**config.mk**
```make
export PLATFORM = sky130hd
export DESIGN_NAME = mux_n_to_1_skid
export DESIGN_NICKNAME = d
export VERILOG_FILES = /design/src/rtl/mux_n_to_1_skid.sv
export SDC_FILE = /design/constraint.sdc
export NUM_CORES = 1
export LEC_CHECK = 0
export CORE_AREA = 2 2 94 96
export CTS_BUF_LIST = sky130_fd_sc_hd__clkbuf_4 sky130_fd_sc_hd__clkbuf_8
export DETAILED_ROUTE_END_ITERATION = 10
export DIE_AREA = 0 0 96 98
export MAX_ROUTING_LAYER = met4
export PLACE_DENSITY_LB_ADDON = 0.08
export SYNTH_ARGS = -nofsm -noshare
export SYNTH_HDL_FRONTEND = slang
export SYNTH_SLANG_ARGS = --single-unit
```
**constraint.sdc**
```tcl
create_clock -name clk -period 6.8 [get_ports clk]
set_input_delay 0.68 -clock clk [delete_from_list [all_inputs] [get_ports clk]]
set_output_delay 0.68 -clock clk [all_outputs]
set_load 0.01 [all_outputs]
```
**src/rtl/mux_n_to_1_skid.sv**
```systemverilog
// N-to-1 channel multiplexer feeding a two-entry skid buffer.
// The selected channel is captured on accept; words drain in acceptance order.
// in_ready and out_valid come straight from the state register, so neither
// handshake has a combinational path from the opposite side.
//
// state    | meaning
// ---------+--------------------------------------------
// EMPTY    | nothing buffered; out_valid=0, in_ready=1
// ONE      | main holds the head word; skid unused
// TWO      | main holds the head, skid holds the next word; in_ready=0
module mux_n_to_1_skid #(
    parameter int WIDTH = 32,
    parameter int N     = 4,
    localparam int SEL_W = $clog2(N)
) (
    input  logic                 clk,
    input  logic                 reset,
    input  logic [N*WIDTH-1:0]   in_data,
    input  logic [SEL_W-1:0]     sel,
    input  logic                 in_valid,
    output logic                 in_ready,
    output logic [WIDTH-1:0]     out_data,
    output logic                 out_valid,
    input  logic                 out_ready,
    input  logic                 flush,
    output logic                 sel_err
);

    localparam logic [1:0] ST_EMPTY = 2'd0;
    localparam logic [1:0] ST_ONE   = 2'd1;
    localparam logic [1:0] ST_TWO   = 2'd2;

    // Widened by one bit so the compare also works when N is a power of two.
    localparam logic [SEL_W:0] N_LIMIT = N[SEL_W:0];

    logic [1:0]       state_q, state_d;
    logic [WIDTH-1:0] main_q, main_d;
    logic [WIDTH-1:0] skid_q, skid_d;
    logic             sel_err_q, sel_err_d;

    logic [WIDTH-1:0] cap_word;
    logic             sel_bad;
    logic             accept;
    logic             pop;

    assign out_valid = (state_q != ST_EMPTY);
    assign in_ready  = (state_q != ST_TWO);
    assign out_data  = main_q;
    assign sel_err   = sel_err_q;

    assign accept  = in_valid && in_ready;
    assign pop     = out_valid && out_ready;
    assign sel_bad = ({1'b0, sel} >= N_LIMIT);

    // Channel select; an out-of-range sel captures an all-zero word.
    always_comb begin
        cap_word = '0;
        for (int k = 0; k < N; k++) begin
            if ({1'b0, sel} == k[SEL_W:0]) begin
                cap_word = in_data[k*WIDTH +: WIDTH];
            end
        end
    end

    // Next-state and data-path decisions; flush drops both handshakes.
    always_comb begin
        state_d   = state_q;
        main_d    = main_q;
        skid_d    = skid_q;
        sel_err_d = sel_err_q;
        if (flush) begin
            state_d = ST_EMPTY;
        end else begin
            if (accept && sel_bad) begin
                sel_err_d = 1'b1;
            end
            case (state_q)
                ST_EMPTY: begin
                    if (accept) begin
                        main_d  = cap_word;
                        state_d = ST_ONE;
                    end
                end
                ST_ONE: begin
                    case ({accept, pop})
                        2'b10: begin
                            skid_d  = cap_word;
                            state_d = ST_TWO;
                        end
                        2'b11: begin
                            main_d  = cap_word;
                        end
                        2'b01: begin
                            state_d = ST_EMPTY;
                        end
                        default: begin
                            state_d = ST_ONE;
                        end
                    endcase
                end
                ST_TWO: begin
                    if (pop) begin
                        main_d  = skid_q;
                        state_d = ST_ONE;
                    end
                end
                default: begin
                    state_d = ST_EMPTY;
                end
            endcase
        end
    end

    // State and storage registers; reset zeroes everything so out_data is never X.
    always_ff @(posedge clk) begin
        if (reset) begin
            state_q   <= ST_EMPTY;
            main_q    <= '0;
            skid_q    <= '0;
            sel_err_q <= 1'b0;
        end else begin
            state_q   <= state_d;
            main_q    <= main_d;
            skid_q    <= skid_d;
            sel_err_q <= sel_err_d;
        end
    end

endmodule

```
==> impl_metrics.py, run 1 <==
metrics = {
    "status": {
        "status": "completed",
    },
    "floorplan": {
        "die_h_um": 98,
        "io_pins": 170,
        "start_util_pct": 45.1,
        "fp.dieW_um": 96,
        "row_count": 34,
        "placeableCoreArea_sq_um": 8470,
        "die_area_sq_um": 9410,
    },
    "global_routing": {
        "antenna_found_initial": 0,
        "grt_pass1_vias": 3551,
        "grt_pass1_wl_um": 16600,
        "grtUsageTotal_pct": 23.0,
        "grt_max_degree": 67,
        "overflow": 0,
    },
    "worst_setup_path": {
        "crit_chain": "nor2b_4 -> inv_2 -> and2_1 -> ha_1 -> and4bb_1 -> buf_4 -> a21o_4 -> a311oi_1",
        "rrSetupSlack_ns": 3.26,
        "cp.arrival_ns": 3.78,
        "crit_path_end_kind": "flip-flop",
        "slowest_stage": "nor2b_4",
        "cp.required_ns": 7.04,
        "start_kind": "flip-flop",
        "timing.rr.end": "out_data[25]$_SDFFE_PP0P_",
        "cp_max_fo": 35,
        "r2r_cells": 8,
        "crit_type": "reg -> reg",
        "reg2reg_from": "state_q[1]$_SDFFE_PP0P_",
        "slowest_delay_ns": 0.73,
    },
    "power": {
        "power.density_nw_per_um2": 182,
        "leakagePower_nw": 1.90,
        "total_power_mw": 1.03,
        "peakVddDrop_uv": 91.1,
    },
    "timing": {
        "drv_slew": 0,
        "finalCritPeriodShare_pct": 52.0,
        "setup_tns_ns": 0,
        "period_needed_ns": 3.54,
        "finClkSkew_ns": 0.00534,
        "max_freq_ghz": 0.283,
        "slew-limit-headroom_pct": 26.8,
        "hold_violations": 0,
        "tightestPinTransition_ns": 1.10,
        "setup_violations": 0,
        "rsz0062_at_grt": "false",
    },
    "routing": {
        "drc": 0,
        "dr.pass1.iters": 4,
        "totalWireLength_um": 10400,
        "num_vias": 3542,
        "drtIter0Drc": 119,
        "viasPerCell": 5.53,
        "ant_nets": 0,
        "avgRoutedWirePerCell_um": 16.2,
    },
    "synth": {
        "synth_top_family_by_area": "compound AO/OA/AOI/OAI gates",
        "avgSynthCellArea_sq_um": 9.86,
        "synth_nets": 524,
        "muxShareOfSynthArea_pct": 19.3,
        "ys_types": 28,
        "syn_area_sq_um": 3820,
        "synthAdderAreaFrac_pct": 0.656,
        "ys_ff_latch": 66,
        "synth-seq-area-share_pct": 34.6,
        "syn_inst": 387,
        "yosys_most_used_dff": "dfxtp_1",
        "synthSimpleGateAreaFrac_pct": 14.8,
        "yosysWarnings": 0,
        "synth-async-reset-ratio_pct": 0,
        "synth-xor-area-share_pct": 0,
        "synth_edf_count": 0,
        "synth_compound_area_share_pct": 23.7,
    },
    "finish": {
        "fin_cells": 640,
        "design_area_sq_um": 5650,
        "fillers": 678,
        "post-route-util_pct": 66.7,
        "finalNetCount": 664,
        "multi_input_area_sq_um": 2260,
        "num_antenna_cells": 0,
        "area_delta_synth_final_pct": 47.9,
        "drive_gt1_share_pct": 17.5,
        "regArea_sq_um": 1320,
    },
    "worst_hold_path": {
        "holdPathStages": 2,
        "hp-start": "skid_q[3]$_SDFFE_PP0P_",
        "holdPathEnd": "skid_q[3]$_SDFFE_PP0P_",
        "min_path_type": "reg -> reg",
    },
    "clock_tree": {
        "cts.clk_slew.worst_paths_ns": 0.07,
        "postCtsHoldBufs": 0,
        "clock-sinks": 66,
        "cts_max_path_buffers": 2,
        "numCtsBuffers": 9,
        "insertion_delay_ns": 0.33,
        "cts-htree-levels": 3,
        "post_cts_resized": 0,
        "cts-root-buf": "clkbuf_8",
        "cts_tree": "built",
        "postCtsSetupRepairBufs": 0,
    },
    "place": {
        "post-place-cells": 624,
        "hpwl_um": 6980,
        "dpl-instance-area_sq_um": 5420,
        "gp_routability_congestion": 0.756,
        "portBuffers": 168,
    },
    "run": {
        "cap_viol_max_count": 0,
    },
}
[critical path: cells and delay by family, from the launching register on]
family / cells / cell delay, ns
AND/OR/NAND/NOR: 3 / 1.24
buffers and inverters: 2 / 0.73
flip-flops: 1 / 0.49
adder cells (fa/ha/maj): 1 / 0.22
AO/OA/AOI/OAI: 2 / 0.72
[worst max path at each step]
stage	start	to	cells after the start
floorplan	state_q[1]$_SDFFE_PP0P_	out_data[11]$_SDFFE_PP0P_	11
detailed placement	state_q[1]$_SDFFE_PP0P_	out_data[25]$_SDFFE_PP0P_	8
global route	state_q[1]$_SDFFE_PP0P_	out_data[25]$_SDFFE_PP0P_	8
finish	state_q[1]$_SDFFE_PP0P_	out_data[25]$_SDFFE_PP0P_	8
CTS	state_q[1]$_SDFFE_PP0P_	out_data[25]$_SDFFE_PP0P_	8
global placement	state_q[1]$_SDFFE_PP0P_	out_data[25]$_SDFFE_PP0P_	8
[cells in the final DEF (no fill, tap or decap), drive strengths merged]
cell type and instances:
and2 1, nor3 1, dfxtp 66, buf 7, mux2 1, mux4 32
a21o 1, nor2 1, or2 1, nand2 129, bufinv 2, clkinvlp 1
clkinv 2, a311oi 32, clkdlybuf4s50 165, nand4bb 1, nor4bb 1, a21oi 32
a211oi 33, a2bb2oi 1, o21ai 1, conb 1, inv 2, nand2b 1
ha 2, clkbuf 11, nor2b 3, and4bb 1
[registers in the layout, indices dropped and copies added, names as in the netlist]
register  count
state_q       2
out_data     32
skid_q       32
[cell type report]
type | count | area share [%]
clock buffer | 11 | 2.57
inverter | 2 | 0.133
multi-input combinational | 276 | 40.1
timing repair buffer | 172 | 30.0
clock inverter | 5 | 1.37
sequential | 66 | 23.4
tap | 108 | 2.39
[layer usage]
| metal | track usage, % | share of wire, % |
|---|---|---|
| met4 | 8.35 | 1.3 |
| met5 | - | 0 |
| met3 | 3.86 | 7.3 |
| met1 | 26.8 | 40 |
| met2 | 39.3 | 51 |
[stage by stage]
stage / hold slack, ns / setup WS (ns)
after floorplan: 0.437 / 4.60
after global placement: 0.442 / 3.37
after detailed placement: 0.447 / 3.31
after CTS: 0.457 / 3.28
after global routing: 0.471 / 2.96
final: 0.455 / 3.26
[power breakdown]
group | switching [mW] | internal, mW | total (mW)
clock | 0.149 | 0.219 | 0.368
combinational | 0.0945 | 0.151 | 0.246
sequential | 0.0107 | 0.404 | 0.415
total | 0.254 | 0.775 | 1.03
[Yosys cell counts (2+ instances only)]
| cell | count | area, sq um |
|---|---|---|
| nand2_1 | 129 | 484 |
| dfxtp_1 | 66 | 1320 |
| a211oi_1 | 33 | 248 |
| a21oi_1 | 32 | 160 |
| mux4_2 | 32 | 721 |
| a311oi_2 | 30 | 450 |
| buf_2 | 24 | 120 |
| clkbuf_1 | 10 | 37.5 |
| buf_6 | 8 | 90.1 |
| nor2b_1 | 3 | 18.8 |
| a311oi_1 | 2 | 17.5 |
| ha_1 | 2 | 25.0 |
[cell families after synthesis]
| logic type | after synthesis |
|---|---|
| and+or+nand+nor | 140 |
| AOI/OAI and AO/OA | 100 |
| DFF | 66 |
| buffers and inverters | 45 |
| muxes | 33 |
| adders and majority gates | 2 |
| other | 1 |
Power figures use the tool's default switching activity.
==> inputs of run 2 (changes only) <==
Settings changed: CORE_AREA 2 2 94 96 to 2 2 97 99, DIE_AREA 0 0 96 98 to 0 0 99 101.
Clock period 6.8 ns to 3.3 ns, I/O delays scaled along.
==> impl_metrics.py, run 2 (synthesis gave the netlist of run 1 again) <==
metrics = {
    "timing": {
        "finClkSkew_ns": 0.00673,
        "period_needed_ns": 2.42,
        "hold_violations": 0,
        "holdWs_ns": 0.455,
        "fin_ws_ns": 0.885,
        "finalCritPeriodShare_pct": 73.2,
        "tightestPinTransition_ns": 0.881,
        "rsz0062_at_grt": "false",
        "drv_slew": 0,
        "setup_tns_ns": 0,
        "setup_violations": 0,
        "slew-limit-headroom_pct": 41.2,
        "max_freq_ghz": 0.414,
    },
    "worst_setup_path": {
        "reg2reg_from": "state_q[0]$_SDFFE_PP0P_",
        "start_kind": "flip-flop",
        "slowest_stage": "dfxtp_1",
        "slowest_delay_ns": 0.55,
        "cp-startpoint": "state_q[0]$_SDFFE_PP0P_",
        "rrSetupSlack_ns": 0.88,
        "cp.arrival_ns": 2.66,
        "timing.rr.end": "out_data[9]$_SDFFE_PP0P_",
        "crit_type": "reg -> reg",
        "cp-endpoint": "out_data[9]$_SDFFE_PP0P_",
        "crit_chain": "or2_2 -> nand2_1 -> inv_1 -> ha_1 -> and4bb_1 -> buf_4 -> a211oi_1 -> a311oi_2",
        "r2r_cells": 8,
        "cp_max_fo": 21,
        "crit_path_end_kind": "flip-flop",
        "cp.required_ns": 3.54,
    },
    "finish": {
        "drive_gt1_share_pct": 18.2,
        "area_delta_synth_final_pct": 49.1,
        "design_area_sq_um": 5690,
        "most-common-layout-cells": "165 x clkdlybuf4s50_1, 129 x nand2_1, 66 x dfxtp_1, 33 x a211oi_1",
        "finalNetCount": 669,
        "post-route-util_pct": 63.4,
        "final_common_cell": "clkdlybuf4s50_1",
        "num_antenna_cells": 0,
        "fin_cells": 648,
    },
    "place": {
        "portBuffers": 168,
        "post-place-cells": 632,
        "hpwl_um": 7490,
        "post-place-ws_ns": 0.751,
        "dpl-instance-area_sq_um": 5470,
        "gp_routability_congestion": 0.743,
    },
    "clock_tree": {
        "cts-root-buf": "clkbuf_8",
        "clock-sinks": 66,
        "postCtsSetupRepairBufs": 0,
        "postCtsHoldBufs": 0,
        "cts-htree-levels": 3,
        "numCtsBuffers": 9,
        "post_cts_resized": 0,
        "insertion_delay_ns": 0.34,
        "cts.clk_slew.worst_paths_ns": 0.07,
        "cts_tree": "built",
        "cts_max_path_buffers": 2,
    },
    "power": {
        "p_switching_uw": 525,
        "total_power_mw": 2.12,
        "internal_power_mw": 1.60,
        "p_clk_share_pct": 35.9,
        "leakagePower_nw": 1.93,
        "sequentialPowerShare_pct": 40.3,
        "power_frac_comb_pct": 23.8,
        "peakVddDrop_uv": 218,
        "p_sw_share_pct": 24.7,
        "power.density_nw_per_um2": 373,
    },
    "status": {
        "status": "completed",
    },
    "run": {
        "cap_viol_max_count": 0,
    },
    "routing": {
        "dr.pass1.iters": 4,
        "drtIter0Drc": 111,
        "drc": 0,
        "avgRoutedWirePerCell_um": 16.1,
        "ant_nets": 0,
        "num_vias": 3552,
        "totalWireLength_um": 10400,
        "viasPerCell": 5.48,
    },
    "global_routing": {
        "grt_pass1_wl_um": 16800,
        "grt_max_degree": 40,
        "overflow": 0,
        "antenna_found_initial": 0,
        "grtUsageTotal_pct": 21.8,
        "grt_pass1_vias": 3521,
    },
    "floorplan": {
        "die_area_sq_um": 10000,
        "row_count": 35,
        "die_h_um": 101,
        "fp.dieW_um": 99,
        "placeableCoreArea_sq_um": 8980,
        "start_util_pct": 42.5,
        "io_pins": 170,
    },
    "worst_hold_path": {
        "min_path_type": "reg -> reg",
    },
}
-- run 2: cell count changes in the layout (fill, tap and decap cells not counted), sizes merged --
cell,before,now
buf,7,12
-- run 2: worst max-delay path: cells and delay by family (launching register included) --
| kind | cells | cell delay (ns) |
|---|---|---|
| flops | 1 | 0.55 |
| compound gates | 2 | 0.38 |
| simple gates | 3 | 0.80 |
| buf+inv | 2 | 0.42 |
| fa+ha+maj | 1 | 0.16 |
-- run 2: how the worst min path moves through the flow --
stage | start | cells after the start | slack, ns | end
3_3_place_gp | skid_q[5]$_SDFFE_PP0P_ | 2 | 0.44 | skid_q[5]$_SDFFE_PP0P_
6_report | skid_q[28]$_SDFFE_PP0P_ | 2 | 0.46 | skid_q[28]$_SDFFE_PP0P_
2_1_floorplan | flush | 1 | 0.41 | state_q[0]$_SDFFE_PP0P_
5_1_grt | skid_q[6]$_SDFFE_PP0P_ | 2 | 0.47 | skid_q[6]$_SDFFE_PP0P_
3_5_place_dp | skid_q[17]$_SDFFE_PP0P_ | 2 | 0.45 | skid_q[17]$_SDFFE_PP0P_
4_1_cts | skid_q[28]$_SDFFE_PP0P_ | 2 | 0.46 | skid_q[28]$_SDFFE_PP0P_
-- run 2: cell type report --
| cell class | count | area [sq um] |
|---|---|---|
| inverters | 2 | 7.51 |
| clock buffers | 11 | 145 |
| multi-input cells | 276 | 2270 |
| repair buffers | 177 | 1730 |
| well taps | 111 | 139 |
| flip-flops and latches | 66 | 1320 |
| fillers | 724 | 3280 |
| clock inverters | 5 | 77.6 |
-- run 2: layer usage --
layer  GRT usage, %  up-vias  part of all wire [%]
met4           8.01        0                   1.9
li1               -     1719                     -
met2           38.0      124                    51
met1           24.5     1694                    40
met5              -        -                     0
met3           5.06       15                   6.5
-- run 2: power groups by stage --
| stage | combinational (mW) | sequential [mW] | clock [mW] |
|---|---|---|---|
| after detailed placement | 0.513 | 0.873 | 0 |
| after floorplan | 0.247 | 0.882 | 0 |
| after global placement | 0.502 | 0.872 | 0 |
| after CTS | 0.514 | 0.855 | 0.776 |
| final | 0.506 | 0.855 | 0.762 |
| after global routing | 0.544 | 0.859 | 0.817 |
